--- src/rtl/inst_fetch_unit_pkg.sv ---
// Shared definitions for the instruction fetch unit: FSM state encoding,
// reset PC, PC step, RV32I opcode constants and a PC alignment helper.
package inst_fetch_unit_pkg;

  typedef enum logic [1:0] {
    FETCH_REQ    = 2'd0,
    FETCH_WAIT   = 2'd1,
    FETCH_HOLD   = 2'd2,
    FETCH_HALTED = 2'd3
  } fetch_state_e;

  localparam logic [31:0] RESET_PC = 32'h0000_0000;
  localparam logic [31:0] PC_STEP  = 32'd4;

  // Opcode field values (inst[6:0]) shared with the control unit
  localparam logic [6:0] OPC_LUI    = 7'b0110111;
  localparam logic [6:0] OPC_AUIPC  = 7'b0010111;
  localparam logic [6:0] OPC_JAL    = 7'b1101111;
  localparam logic [6:0] OPC_JALR   = 7'b1100111;
  localparam logic [6:0] OPC_BRANCH = 7'b1100011;
  localparam logic [6:0] OPC_LOAD   = 7'b0000011;
  localparam logic [6:0] OPC_STORE  = 7'b0100011;
  localparam logic [6:0] OPC_OP_IMM = 7'b0010011;
  localparam logic [6:0] OPC_OP     = 7'b0110011;
  localparam logic [6:0] OPC_SYSTEM = 7'b1110011;

  // Force an address onto a word boundary
  function automatic logic [31:0] pc_align(input logic [31:0] addr);
    return addr & ~32'h0000_0003;
  endfunction

endpackage

--- src/rtl/inst_fetch_unit_if.sv ---
// Bus bundle between the fetch unit, instruction memory and decode.
// master = fetch unit side, slave = memory/decode/datapath side.
interface inst_fetch_unit_if;

  logic        imem_req_valid;
  logic [31:0] imem_req_addr;
  logic        imem_req_ready;
  logic        imem_resp_valid;
  logic [31:0] imem_resp_data;

  logic        inst_valid;
  logic [31:0] inst;
  logic [31:0] inst_pc;
  logic        inst_ready;

  logic        redirect_valid;
  logic [31:0] redirect_target;
  logic        halt;
  logic        halted;

  modport master (
    output imem_req_valid, imem_req_addr,
    input  imem_req_ready, imem_resp_valid, imem_resp_data,
    output inst_valid, inst, inst_pc,
    input  inst_ready, redirect_valid, redirect_target, halt,
    output halted
  );

  modport slave (
    input  imem_req_valid, imem_req_addr,
    output imem_req_ready, imem_resp_valid, imem_resp_data,
    input  inst_valid, inst, inst_pc,
    output inst_ready, redirect_valid, redirect_target, halt,
    input  halted
  );

endinterface

--- src/rtl/inst_fetch_unit_fetch_pc.sv ---
// Program counter register: synchronous reset to RESET_PC, +4 step that
// wraps modulo 2^32, and word-aligned redirect load (load wins over step).
module inst_fetch_unit_fetch_pc
  import inst_fetch_unit_pkg::*;
(
  input  logic        clk,
  input  logic        reset,
  input  logic        inc_i,
  input  logic        load_i,
  input  logic [31:0] target_i,
  output logic [31:0] pc_o
);

  logic [31:0] pc_q;
  logic [31:0] pc_d;

  // Select the next PC: redirect target, sequential step, or hold
  always_comb begin
    pc_d = pc_q;
    if (load_i) begin
      pc_d = pc_align(target_i);
    end else if (inc_i) begin
      pc_d = pc_q + PC_STEP;
    end
  end

  // PC register with synchronous reset
  always_ff @(posedge clk) begin
    if (reset) begin
      pc_q <= RESET_PC;
    end else begin
      pc_q <= pc_d;
    end
  end

  assign pc_o = pc_q;

endmodule

--- src/rtl/inst_fetch_unit.sv ---
// Instruction fetch unit: issues one request at a time to instruction
// memory, buffers the returned word in a single entry, and presents it to
// decode. Redirects discard any in-flight response; halt freezes fetch
// until reset.
module inst_fetch_unit
  import inst_fetch_unit_pkg::*;
(
  input  logic               clk,
  input  logic               reset,
  inst_fetch_unit_if.master  bus
);

  fetch_state_e state_q;
  logic         req_valid_q;
  logic         inst_valid_q;
  logic [31:0]  inst_q;
  logic [31:0]  inst_pc_q;
  logic         drop_q;
  logic         halted_q;

  logic [31:0]  pc;
  logic         pc_inc;
  logic         pc_load;
  logic         req_fire;
  logic         consume;
  logic         halt_fire;

  assign req_fire  = req_valid_q & bus.imem_req_ready;
  assign consume   = inst_valid_q & bus.inst_ready;
  assign halt_fire = consume & bus.halt;

  inst_fetch_unit_fetch_pc u_fetch_pc (
    .clk      (clk),
    .reset    (reset),
    .inc_i    (pc_inc),
    .load_i   (pc_load),
    .target_i (bus.redirect_target),
    .pc_o     (pc)
  );

  // Decide when the PC steps or reloads; halt beats redirect beats consume
  always_comb begin
    pc_inc  = 1'b0;
    pc_load = 1'b0;
    case (state_q)
      FETCH_HALTED: begin
        pc_inc  = 1'b0;
        pc_load = 1'b0;
      end
      FETCH_HOLD: begin
        if (!halt_fire) begin
          if (bus.redirect_valid) begin
            pc_load = 1'b1;
          end else if (consume) begin
            pc_inc = 1'b1;
          end
        end
      end
      default: begin
        pc_load = bus.redirect_valid;
      end
    endcase
  end

  // Fetch FSM with registered request/instruction/halt outputs
  always_ff @(posedge clk) begin
    if (reset) begin
      state_q      <= FETCH_REQ;
      req_valid_q  <= 1'b1;
      inst_valid_q <= 1'b0;
      inst_q       <= 32'h0;
      inst_pc_q    <= 32'h0;
      drop_q       <= 1'b0;
      halted_q     <= 1'b0;
    end else begin
      case (state_q)
        FETCH_REQ: begin
          if (req_fire) begin
            state_q     <= FETCH_WAIT;
            req_valid_q <= 1'b0;
            drop_q      <= bus.redirect_valid;
          end
        end
        FETCH_WAIT: begin
          if (bus.imem_resp_valid) begin
            if (drop_q || bus.redirect_valid) begin
              state_q     <= FETCH_REQ;
              req_valid_q <= 1'b1;
              drop_q      <= 1'b0;
            end else begin
              state_q      <= FETCH_HOLD;
              inst_valid_q <= 1'b1;
              inst_q       <= bus.imem_resp_data;
              inst_pc_q    <= pc;
            end
          end else if (bus.redirect_valid) begin
            drop_q <= 1'b1;
          end
        end
        FETCH_HOLD: begin
          if (halt_fire) begin
            state_q      <= FETCH_HALTED;
            inst_valid_q <= 1'b0;
            halted_q     <= 1'b1;
          end else if (bus.redirect_valid || consume) begin
            state_q      <= FETCH_REQ;
            inst_valid_q <= 1'b0;
            req_valid_q  <= 1'b1;
          end
        end
        FETCH_HALTED: begin
          req_valid_q  <= 1'b0;
          inst_valid_q <= 1'b0;
          halted_q     <= 1'b1;
        end
        default: begin
          state_q     <= FETCH_REQ;
          req_valid_q <= 1'b1;
        end
      endcase
    end
  end

  assign bus.imem_req_valid = req_valid_q;
  assign bus.imem_req_addr  = pc;
  assign bus.inst_valid     = inst_valid_q;
  assign bus.inst           = inst_q;
  assign bus.inst_pc        = inst_pc_q;
  assign bus.halted         = halted_q;

endmodule

--- src/flat_wrapper.sv ---
// flat-port wrapper written by rule: the top's interface ports become plain ports
module inst_fetch_unit_flat import inst_fetch_unit_pkg::*;
  (clk, reset, bus_imem_req_valid, bus_imem_req_addr, bus_imem_req_ready, bus_imem_resp_valid, bus_imem_resp_data, bus_inst_valid, bus_inst, bus_inst_pc, bus_inst_ready, bus_redirect_valid, bus_redirect_target, bus_halt, bus_halted);
  inst_fetch_unit_if bus_i ();
  input  logic clk;
  input  logic reset;
  output wire logic [$bits(bus_i.imem_req_valid)-1:0] bus_imem_req_valid;
  output wire logic [$bits(bus_i.imem_req_addr)-1:0] bus_imem_req_addr;
  input wire logic [$bits(bus_i.imem_req_ready)-1:0] bus_imem_req_ready;
  input wire logic [$bits(bus_i.imem_resp_valid)-1:0] bus_imem_resp_valid;
  input wire logic [$bits(bus_i.imem_resp_data)-1:0] bus_imem_resp_data;
  output wire logic [$bits(bus_i.inst_valid)-1:0] bus_inst_valid;
  output wire logic [$bits(bus_i.inst)-1:0] bus_inst;
  output wire logic [$bits(bus_i.inst_pc)-1:0] bus_inst_pc;
  input wire logic [$bits(bus_i.inst_ready)-1:0] bus_inst_ready;
  input wire logic [$bits(bus_i.redirect_valid)-1:0] bus_redirect_valid;
  input wire logic [$bits(bus_i.redirect_target)-1:0] bus_redirect_target;
  input wire logic [$bits(bus_i.halt)-1:0] bus_halt;
  output wire logic [$bits(bus_i.halted)-1:0] bus_halted;
  assign bus_imem_req_valid = bus_i.imem_req_valid;
  assign bus_imem_req_addr = bus_i.imem_req_addr;
  assign bus_i.imem_req_ready = bus_imem_req_ready;
  assign bus_i.imem_resp_valid = bus_imem_resp_valid;
  assign bus_i.imem_resp_data = bus_imem_resp_data;
  assign bus_inst_valid = bus_i.inst_valid;
  assign bus_inst = bus_i.inst;
  assign bus_inst_pc = bus_i.inst_pc;
  assign bus_i.inst_ready = bus_inst_ready;
  assign bus_i.redirect_valid = bus_redirect_valid;
  assign bus_i.redirect_target = bus_redirect_target;
  assign bus_i.halt = bus_halt;
  assign bus_halted = bus_i.halted;
  inst_fetch_unit u_core (.clk(clk), .reset(reset), .bus(bus_i));
endmodule
--- config.mk ---
export PLATFORM = sky130hd
export DESIGN_NAME = inst_fetch_unit_flat
export DESIGN_NICKNAME = d
export VERILOG_FILES = /design/src/rtl/inst_fetch_unit_pkg.sv /design/src/rtl/inst_fetch_unit_if.sv /design/src/rtl/inst_fetch_unit_fetch_pc.sv /design/src/rtl/inst_fetch_unit.sv /design/src/flat_wrapper.sv
export SDC_FILE = /design/constraint.sdc
export NUM_CORES = 1
export LEC_CHECK = 0
export BUFFER_PORTS_ARGS = -buffer_cell sky130_fd_sc_hd__buf_2
export CAP_MARGIN = 10
export CELL_PAD_IN_SITES_DETAIL_PLACEMENT = 2
export CELL_PAD_IN_SITES_GLOBAL_PLACEMENT = 2
export CORE_AREA = 2 2 127 129
export CTS_BUF_LIST = sky130_fd_sc_hd__clkbuf_4 sky130_fd_sc_hd__clkbuf_8 sky130_fd_sc_hd__clkbuf_16
export CTS_CLUSTER_DIAMETER = 30
export DETAILED_ROUTE_END_ITERATION = 16
export DIE_AREA = 0 0 129 131
export GPL_TIMING_DRIVEN = 1
export MAX_ROUTING_LAYER = met4
export PLACE_DENSITY = 0.82
export SLEW_MARGIN = 20
export SYNTH_ARGS = -nofsm -noshare
export SYNTH_HDL_FRONTEND = slang
export SYNTH_SLANG_ARGS = --single-unit
--- constraint.sdc ---
create_clock -name clk -period 4.3 [get_ports clk]
set_input_delay 0.645 -clock clk [delete_from_list [all_inputs] [get_ports clk]]
set_output_delay 0.645 -clock clk [all_outputs]
set_load 0.01 [all_outputs]
==> out/metrics.yaml <==
run_status:
  status: "completed"
logic_synthesis:
  synth_cell_type_count: 45
  ys_async_sr_fraction_pct: 0
  syn_area_per_cell_sq_um: 7.886
  syn_area_sq_mm: 0.004243
  synthCells: 538
  synth_ff_type: "dfxtp_1"
  synth_edf_count: 0
  ys.warnings.count: 0
  ys_seq_elements: 98
  ys_seq_area_share_pct: 46.24
setup_path:
  required_ps: 4550
  rr_startpoint: "u_core.state_q[0]"
  end_kind: "flip-flop"
  worstSetupStartpoint: "u_core.state_q[0]"
  critical_path_class: "flip-flop to flip-flop"
  cp_max_fo: 12
  worstPathArrival_ps: 2890
  path_cells: "inv_1 -> ha_1 -> nand4_1 -> and3_1 -> nor2_1 -> or4_1 -> a311oi_1"
  critical-path-top-delay-family: "simple AND/OR/NAND/NOR gates"
  start_kind: "flip-flop"
  worst_path_max_delay_cell: "and3_1"
  slowest_delay_ps: 530
  critPathBufInv: 1
global_routing:
  met3_usage_pct: 1.914
  grt_pass1_vias: 4712
  grt.met2_usage_pct: 31.93
  antenna_found_initial: 2
  grt_pass1_wl_mm: 24.40
  grt_overflow: 0
  grt_use_total_pct: 18.73
  grt_max_degree: 63
  busiest_layer: "met2"
  use_met1_pct: 23.06
job:
  max_cap_viol_count: 0
clock_tree:
  post_cts_buffers: 0
  cts_sinks: 98
  clk-insertion-delay-late_ps: 350
  ctsHoldBuffers: 0
  cts_resized: 0
  cts_tree: "yes"
  clock-root-buffer: "clkbuf_16"
  clk_pin_slew_ps: 70
  h-tree-depth: 3
  ctsLongestPathBuffers: 2
  cts_buffers: 9
power_and_ir_drop:
  p_comb_share_pct: 15.1
  power_frac_seq_pct: 44.0
  power_mw: 2.338
  power.internal_mw: 1.687
  p_leak_nw: 2.368
  cellPowerDensity_mw_per_mm2: 416.1
  switching_power_uw: 650.8
  swShare_pct: 27.84
  p_clk_share_pct: 40.9
  vdd_drop_max_mv: 0.2132
sta:
  timing.slew.headroom_pct: 37.85
  period_minus_slack_ps: 2635
  fin_setup_tns_ps: 0
  fin_worst_skew_ps: 11.52
  worst_pin_slew_ps: 932.3
  slew_viol_final: 0
  final-setup-viol-count: 0
  final-hold-violation-count: 0
  min_period_over_period_pct: 61.27
  rsz0062_at_grt: "false"
  fmax_ghz: 0.3795
routing:
  postRouteAntennaNets: 0
  wirelength_mm: 15.53
  wl_per_cell_um: 17.07
  route.detailed.drc: 0
  routed_via_density: 4.886
  drt-initial-drc-count: 160
  vias: 4446
  drtPass1Iterations: 4
die:
  fp.dieW_um: 129
  fp.coreArea_sq_mm: 0.01560
  io_pins: 170
  rows: 46
  die_y_um: 131
  dieArea_sq_mm: 0.01690
  start_util_pct: 27.20
finish:
  final_core_util_pct: 36.02
  layout_common_cells: "162 x buf_2, 151 x nand2_1, 98 x dfxtp_1, 68 x a21oi_1, 37 x nor2_1"
  filler_cell_count: 1789
  nNetsFinal: 765
  final_common_cell: "buf_2"
  area_growth_syn_to_layout_pct: 32.41
  drive_gt1_share_pct: 28.32
hold_path:
  min_path_type: "flip-flop to flip-flop"
  min-delay-start: "u_core.bus.inst[30]"
placed_design:
  dp_hpwl_mm: 11.18
  numPortBuffers: 163
  gp_congestion: 0.7949
## layer usage
layer,vias to the layer above,part of all wire [%],wire length (um)
li1,2138,-,-
met1,2195,45,6944
met2,97,51,7854
met3,16,2.8,442
met4,0,1.9,291
met5,-,0,0
## power by group through the flow
stage / sequential (mW) / clock, mW / combinational [mW]
6_report: 1.03 / 0.956 / 0.353
5_1_grt: 1.04 / 1.02 / 0.393
4_1_cts: 1.03 / 0.980 / 0.360
3_5_place_dp: 1.05 / 0 / 0.358
3_3_place_gp: 1.04 / 0 / 0.337
2_1_floorplan: 1.06 / 0 / 0.186
## state kept, by name (all words and copies together) (netlist names)
name                       flops
u_core.bus.inst               32
u_core.bus.inst_pc            30
u_core.u_fetch_pc.pc_o        30
u_core.state_q                 2
u_core.bus.halted              1
u_core.bus.imem_req_valid      1
u_core.bus.inst_valid          1
u_core.drop_q                  1
## worst min-delay path, cell delays in order, from the launching register on
cell and delay (ps):
dfxtp_1 310, nand2_1 50, a21oi_1 50
## worst paths after layout
check	depth (start not counted)	endpoint	slack [ps]
setup / recovery	7	u_core.u_fetch_pc.pc_o[23]	1670
setup reg to reg	7	u_core.u_fetch_pc.pc_o[23]	1670
hold reg to reg	2	u_core.bus.inst[30]	460
hold / removal	2	u_core.bus.inst[30]	460
## cell families (layout without fill, tap and decap cells)
family,count (synthesis),count (layout),share of synthesized area (%)
compound gates,119,119,16.69
fa+ha+maj,7,7,2.064
buf+inv,45,196,4.453
mux,3,3,0.7078
other cells,1,6,0.08838
flops,98,98,46.24
simple gates,248,248,26.25
xor+xnor,17,17,3.509
## synthesized netlist by cell type (2+ instances only)
cell type / n / share of area, %
dfxtp_1: 98 / 46
nor3_1: 6 / 0.71
a31oi_1: 5 / 0.74
and3_1: 4 / 0.59
nand2b_1: 2 / 0.29
o21ai_0: 10 / 1.2
or4_1: 3 / 0.53
xor2_1: 14 / 2.9
a21oi_1: 68 / 8.0
or3_1: 2 / 0.29
a22oi_1: 3 / 0.53
a311oi_1: 3 / 0.62
ha_1: 7 / 2.1
nor2b_1: 2 / 0.29
xnor2_1: 3 / 0.62
mux2i_1: 3 / 0.71
clkbuf_1: 27 / 2.4
o31a_1: 2 / 0.41
buf_4: 4 / 0.71
nand2_1: 151 / 13
inv_1: 10 / 0.88
and4_1: 2 / 0.41
nor2_1: 37 / 3.3
a211oi_1: 14 / 2.5
buf_2: 4 / 0.47
nor4_2: 2 / 0.59
nand3_1: 18 / 2.1
o211ai_1: 5 / 0.88
nand4_1: 13 / 1.9
## stage by stage
stage | std cells | hold slack (ps) | area [sq um] | setup WS, ps
finish | 910 | 457.8 | 5618 | 1665
CTS | 908 | 460.7 | 5612 | 1612
global placement | 892 | 437.9 | 5259 | 1764
global route | 910 | 481.4 | 5618 | 1308
floorplan | 541 | 480.5 | 4254 | 2171
detailed placement | 892 | 450.0 | 5259 | 1612
## final cells by class
cell class / count / area, sq um / share of cell area [%]
sequential: 98 / 1962 / 34.92
timing repair buffer: 170 / 870.8 / 15.50
clock inverter: 6 / 113.9 / 2.027
multi-input combinational: 398 / 2120 / 37.73
clock buffer: 10 / 239.0 / 4.254
antenna: 2 / 5.005 / 0.08909
inverter: 10 / 37.54 / 0.6682
tap: 216 / 270.3 / 4.811
(Power assumes the default switching activity.)
